[src/rtl/mouse_event_gen.sv]
// mouse_event_gen
// Conditions mouse inputs that have already been brought into the display
// clock domain. For each button it produces press, release, double-click and
// long-press pulses plus a drag level. The cursor position is clamped to the
// visible area, and a pulse flags each change of the clamped position.
//
// Ports:
//   clk, rst_n     clock; synchronous active-low reset
//   btn_in         raw button levels (bit 0 left, 1 right, 2 middle)
//   xpos_in/ypos_in raw cursor coordinates
//   press          one-cycle pulse per button press
//   release_evt    one-cycle pulse per button release. The port is not
//                  named "release" because that is a reserved word in
//                  SystemVerilog.
//   dbl_click      one-cycle pulse on the second press of a double-click
//   long_press     one-cycle pulse when a hold reaches HOLD_CYC
//   drag           button held and cursor moved since the press
//   xpos/ypos      clamped, registered position
//   move           one-cycle pulse when the clamped position changes
//
// Per-button FSM:
//   state   | meaning
//   S_IDLE  | no click in progress
//   S_DOWN1 | first press, counting towards long press
//   S_GAP   | released, waiting for a possible second press
//   S_DOWN2 | second press of a double-click, counting towards long press
//   S_HELD  | long press reported, waiting for release
module mouse_event_gen #(
  parameter int N_BTN    = 3,
  parameter int W        = 12,
  parameter int X_MAX    = 1023,
  parameter int Y_MAX    = 767,
  parameter int DBL_WIN  = 20,
  parameter int HOLD_CYC = 40
) (
  input  logic             clk,
  input  logic             rst_n,
  input  logic [N_BTN-1:0] btn_in,
  input  logic [W-1:0]     xpos_in,
  input  logic [W-1:0]     ypos_in,
  output logic [N_BTN-1:0] press,
  output logic [N_BTN-1:0] release_evt,
  output logic [N_BTN-1:0] dbl_click,
  output logic [N_BTN-1:0] long_press,
  output logic [N_BTN-1:0] drag,
  output logic [W-1:0]     xpos,
  output logic [W-1:0]     ypos,
  output logic             move
);

  localparam int CW_MAX = (DBL_WIN > HOLD_CYC) ? DBL_WIN : HOLD_CYC;
  localparam int CW     = $clog2(CW_MAX + 1);
  localparam logic [CW-1:0] HOLD_LAST = CW'(HOLD_CYC - 1);
  localparam logic [CW-1:0] DBL_LAST  = CW'(DBL_WIN - 1);
  localparam logic [W-1:0]  X_LIM     = W'(X_MAX);
  localparam logic [W-1:0]  Y_LIM     = W'(Y_MAX);

  typedef enum logic [2:0] {S_IDLE, S_DOWN1, S_GAP, S_DOWN2, S_HELD} state_t;

  state_t          state_q [N_BTN];
  state_t          state_d [N_BTN];
  logic [CW-1:0]   cnt_q   [N_BTN];
  logic [CW-1:0]   cnt_d   [N_BTN];
  logic [W-1:0]    px_q    [N_BTN];
  logic [W-1:0]    px_d    [N_BTN];
  logic [W-1:0]    py_q    [N_BTN];
  logic [W-1:0]    py_d    [N_BTN];

  logic [N_BTN-1:0] btn_q;
  logic [N_BTN-1:0] press_q, press_d, release_q, release_d;
  logic [N_BTN-1:0] dbl_q, dbl_d, long_q, long_d, drag_q, drag_d;
  logic [W-1:0]     xpos_q, xpos_d, ypos_q, ypos_d;
  logic             move_q, move_d;
  logic [N_BTN-1:0] rise, fall;

  always_comb begin
    rise = btn_in & ~btn_q;
    fall = ~btn_in & btn_q;

    xpos_d = (xpos_in > X_LIM) ? X_LIM : xpos_in;
    ypos_d = (ypos_in > Y_LIM) ? Y_LIM : ypos_in;
    move_d = (xpos_d != xpos_q) || (ypos_d != ypos_q);

    press_d   = '0;
    release_d = '0;
    dbl_d     = '0;
    long_d    = '0;
    drag_d    = '0;

    for (int i = 0; i < N_BTN; i++) begin
      state_d[i] = state_q[i];
      cnt_d[i]   = cnt_q[i];
      px_d[i]    = px_q[i];
      py_d[i]    = py_q[i];

      case (state_q[i])
        S_IDLE: begin
          if (rise[i]) begin
            press_d[i] = 1'b1;
            cnt_d[i]   = '0;
            px_d[i]    = xpos_q;
            py_d[i]    = ypos_q;
            state_d[i] = S_DOWN1;
          end
        end
        S_DOWN1, S_DOWN2: begin
          cnt_d[i] = cnt_q[i] + 1'b1;
          // A release on the terminal count wins over the long press.
          if (fall[i]) begin
            release_d[i] = 1'b1;
            cnt_d[i]     = '0;
            state_d[i]   = (state_q[i] == S_DOWN1) ? S_GAP : S_IDLE;
          end else if (cnt_q[i] == HOLD_LAST) begin
            long_d[i]  = 1'b1;
            state_d[i] = S_HELD;
          end
        end
        S_GAP: begin
          cnt_d[i] = cnt_q[i] + 1'b1;
          // A press on the last window cycle still counts as a double-click.
          if (rise[i]) begin
            press_d[i] = 1'b1;
            dbl_d[i]   = 1'b1;
            cnt_d[i]   = '0;
            px_d[i]    = xpos_q;
            py_d[i]    = ypos_q;
            state_d[i] = S_DOWN2;
          end else if (cnt_q[i] == DBL_LAST) begin
            cnt_d[i]   = '0;
            state_d[i] = S_IDLE;
          end
        end
        S_HELD: begin
          if (fall[i]) begin
            release_d[i] = 1'b1;
            cnt_d[i]     = '0;
            state_d[i]   = S_IDLE;
          end
        end
        default: begin
          cnt_d[i]   = '0;
          state_d[i] = S_IDLE;
        end
      endcase

      if ((state_q[i] == S_DOWN1 || state_q[i] == S_DOWN2 || state_q[i] == S_HELD)
          && !fall[i]
          && ((xpos_q != px_q[i]) || (ypos_q != py_q[i])))
        drag_d[i] = 1'b1;
    end
  end

  always_ff @(posedge clk) begin
    if (!rst_n) begin
      // Ones here mean a button held through reset is not seen as a press.
      btn_q     <= '1;
      press_q   <= '0;
      release_q <= '0;
      dbl_q     <= '0;
      long_q    <= '0;
      drag_q    <= '0;
      xpos_q    <= '0;
      ypos_q    <= '0;
      move_q    <= 1'b0;
      for (int i = 0; i < N_BTN; i++) begin
        state_q[i] <= S_IDLE;
        cnt_q[i]   <= '0;
        px_q[i]    <= '0;
        py_q[i]    <= '0;
      end
    end else begin
      btn_q     <= btn_in;
      press_q   <= press_d;
      release_q <= release_d;
      dbl_q     <= dbl_d;
      long_q    <= long_d;
      drag_q    <= drag_d;
      xpos_q    <= xpos_d;
      ypos_q    <= ypos_d;
      move_q    <= move_d;
      for (int i = 0; i < N_BTN; i++) begin
        state_q[i] <= state_d[i];
        cnt_q[i]   <= cnt_d[i];
        px_q[i]    <= px_d[i];
        py_q[i]    <= py_d[i];
      end
    end
  end

  assign press       = press_q;
  assign release_evt = release_q;
  assign dbl_click   = dbl_q;
  assign long_press  = long_q;
  assign drag        = drag_q;
  assign xpos        = xpos_q;
  assign ypos        = ypos_q;
  assign move        = move_q;

endmodule

[config.mk]
export PLATFORM = sky130hd
export DESIGN_NAME = mouse_event_gen
export DESIGN_NICKNAME = d
export VERILOG_FILES = /design/src/rtl/mouse_event_gen.sv
export SDC_FILE = /design/constraint.sdc
export NUM_CORES = 1
export LEC_CHECK = 0
export ABC_CLOCK_PERIOD_IN_PS = 3800
export BUFFER_PORTS_ARGS = -buffer_cell sky130_fd_sc_hd__buf_2
export CAP_MARGIN = 30
export CORE_ASPECT_RATIO = 0.8
export CORE_MARGIN = 8
export CORE_UTILIZATION = 32
export DETAILED_ROUTE_END_ITERATION = 16
export HOLD_SLACK_MARGIN = 0.15
export PLACE_DENSITY = 0.53
export SYNTH_ARGS = -nofsm -noshare
export SYNTH_HDL_FRONTEND = slang
export SYNTH_SLANG_ARGS = --single-unit
export TNS_END_PERCENT = 30
[constraint.sdc]
create_clock -name clk -period 3.8 [get_ports clk]
set_clock_uncertainty 0.2 [all_clocks]
set_input_delay 1.14 -clock clk [delete_from_list [all_inputs] [get_ports clk]]
set_output_delay 1.14 -clock clk [all_outputs]
set_load 0.05 [all_outputs]
==> results_dict.tcl <==
set metrics [dict create \
    cts.htree.levels 4 \
    slew_headroom_pct 31.2 \
    fmax_mhz 347 \
    hold_ws_ns 0.264 \
    detail_route.iter0.violations 313 \
    antenna_found_initial 0 \
    cap_viol_max_count 0 \
    nNetsFinal 872 \
    drtAntennaViolNets 0 \
    critPathLaunchType "register" \
    slew_viol_final 0 \
    clockBufferDepth 2 \
    syn_to_final_growth_pct 18.6 \
    cp_slowest_cell "dfxtp_1" \
    io_buffers 68 \
    hold_viol 0 \
    postCtsHoldBufs 0 \
    critPathRequiredTime_ns 2.46 \
    dr_total_vias 5295 \
    io_pins 69 \
    drt-total-wl_mm 16.7 \
    cts_setup_buffers 0 \
    place_hpwl_mm 11.2 \
    grt-ovfl-total 0 \
    crit_chain "buf_2" \
    synth_flop_cell "dfxtp_1" \
    final_cells 1117 \
    final_util_pct 38.3 \
    grt_max_degree 51 \
    synthTopCellsByArea "dfxtp_1, nand2_1, xor2_1" \
    yosys_warnings 0 \
    die_w_um 174 \
    worstSkewPairLatency_ns 0.42 \
    ys_seq_elements 142 \
    crit_fanout 10 \
    cts_tree "done" \
    diodes 0 \
    core-area_sq_um 19700 \
    dieHeight_um 142 \
    viasPerCell 4.74 \
    cts_root_buffer "clkbuf_16" \
    grt_usage_pct 13.8 \
    cp_num_buf_inv 1 \
    p_per_area_nw_per_um2 496 \
    synth_top_family_by_area "simple AND/OR/NAND/NOR gates" \
    clkTransAtPathRegs_ns 0.06 \
    dp_cells 1085 \
    yosysTopAreaCell "dfxtp_1" \
    synth-compound-area-share_pct 11.6 \
    drive_above_1_share_pct 14.0 \
    cts_made_buffers 17 \
    finalSetupTns_ns 0 \
    grt_setup_unrepaired "false" \
    drc 0 \
    setup-violations-final 0 \
    rows 46 \
    muxShareOfSynthArea_pct 0.806 \
    place_congestion 0.763 \
    crit_family "flip-flops" \
    post-route-min-period_ns 2.88 \
    async_reset_ff_share_pct 0 \
    grt_pass1_vias 4956 \
    synth-simple-area-share_pct 25.5 \
    synth_cells 794 \
    leakage_nw 2.92 \
    synth.most_common_cell "nand2_1" \
    fin_area_sq_um 7550 \
    placed_area_sq_um 6950 \
    criticalPathCategory "register to primary output" \
    cpPeakStageDelay_ns 0.74 \
    yosysSeqAreaShare_pct 44.7 \
    postCtsResizedCells 0 \
    synth-xor-area-share_pct 12.9 \
    drtPass1Iterations 7 \
    worst_slew_pin_slew_ns 1.03 \
    synth_area_sq_um 6360 \
    min_path_type "register to register" \
    wl_per_cell_um 14.9 \
    min_period_over_period_pct 75.9 \
    cp-end-kind "primary output" \
    synth_common_cells "nand2_1, dfxtp_1, a21oi_1" \
    arrival_ns 1.54 \
    start_util_pct 32.3 \
    grt_pass1_wl_mm 27.1 \
    die-area_sq_um 24700 \
    outcome "completed" \
    synth_top_area_share_pct 44.7 \
    synth_fa_ha_area_share_pct 0.590 \
    ir_drop_mv 0.287 \
    synth_area_per_cell_sq_um 8.01 \
    netlist-cell-type-count 54 \
    clock-sinks 142 \
    synth-edff-count 0 \
]
## flip-flops by register name, summed over array words and instances (netlist names)
name         cells
btn_q            3
cnt_q           18
dbl_click        3
drag             3
long_press       3
move             1
press            3
px_q            36
py_q            36
release_evt      3
state_q          9
xpos            12
ypos            12
## metal layers
metal  share of wire (%)  wire, um  global-route usage [%]
met4                0.67       112                    3.64
met5                   0         0                       0
met3                 4.2       708                    3.55
met2                  45      7560                    21.6
met1                  50      8290                    18.6
## cell type report
| cell class | count | area [sq um] |
|---|---|---|
| Clock buffer | 21 | 450 |
| Clock inverter | 11 | 141 |
| Fill cell | 2039 | 12100 |
| Inverter | 5 | 20.0 |
| Multi-Input combinational cell | 593 | 3290 |
| Sequential cell | 142 | 2840 |
| Tap cell | 264 | 330 |
| Timing Repair Buffer | 81 | 470 |
## cell families (layout without fill, tap and decap cells)
logic type | after synthesis | after routing
AND/OR/NAND/NOR | 357 | 357
flip-flops | 142 | 142
AO/OA/AOI/OAI | 130 | 130
XOR/XNOR | 94 | 94
buffers and inverters | 62 | 118
multiplexers | 5 | 5
adder cells (fa/ha/maj) | 3 | 3
other | 1 | 4
## layout by cell type (no fill, tap or decap), types with 4 or more instances in the layout
master / n
nand3_1: 5
o211ai_1: 4
nor3_1: 13
clkbuf_16: 17
xnor2_1: 34
nor2b_1: 11
a21o_1: 4
buf_4: 11
o22ai_1: 6
conb_1: 4
clkinv_2: 5
mux2i_1: 4
nand2_1: 170
nand4_1: 19
a31oi_1: 4
nor4bb_1: 6
buf_2: 68
dfxtp_1: 142
o21ai_0: 4
nand2b_1: 8
xor2_1: 60
a21oi_1: 94
nor2_1: 84
nor4_1: 16
and3_1: 5
## path summary, 6_finish.rpt
path	startpoint	endpoint	slack [ns]	cells after the start
min reg2reg	px_q[0][10]	px_q[0][10]	0.26	2
max	xpos[9]	xpos[9]	0.92	1
min	px_q[0][10]	px_q[0][10]	0.26	2
max reg2reg	xpos[3]	move	1.41	5
## through the flow
stage               worst slack, ns  total power, mW
finish                        0.916             3.74
global route                  0.860             3.92
CTS                           0.891             3.79
detailed placement            0.644             2.10
global placement              0.660             2.09
floorplan                     0.913             1.96
## power breakdown
group	internal [mW]	total, mW	leakage [nW]	switching [mW]
Clock	1.05	1.68	0.283	0.631
Sequential	1.55	1.64	1.16	0.0941
Combinational	0.155	0.418	1.47	0.263
Total	2.75	3.74	2.92	0.988
Power figures use the tool's default switching activity.
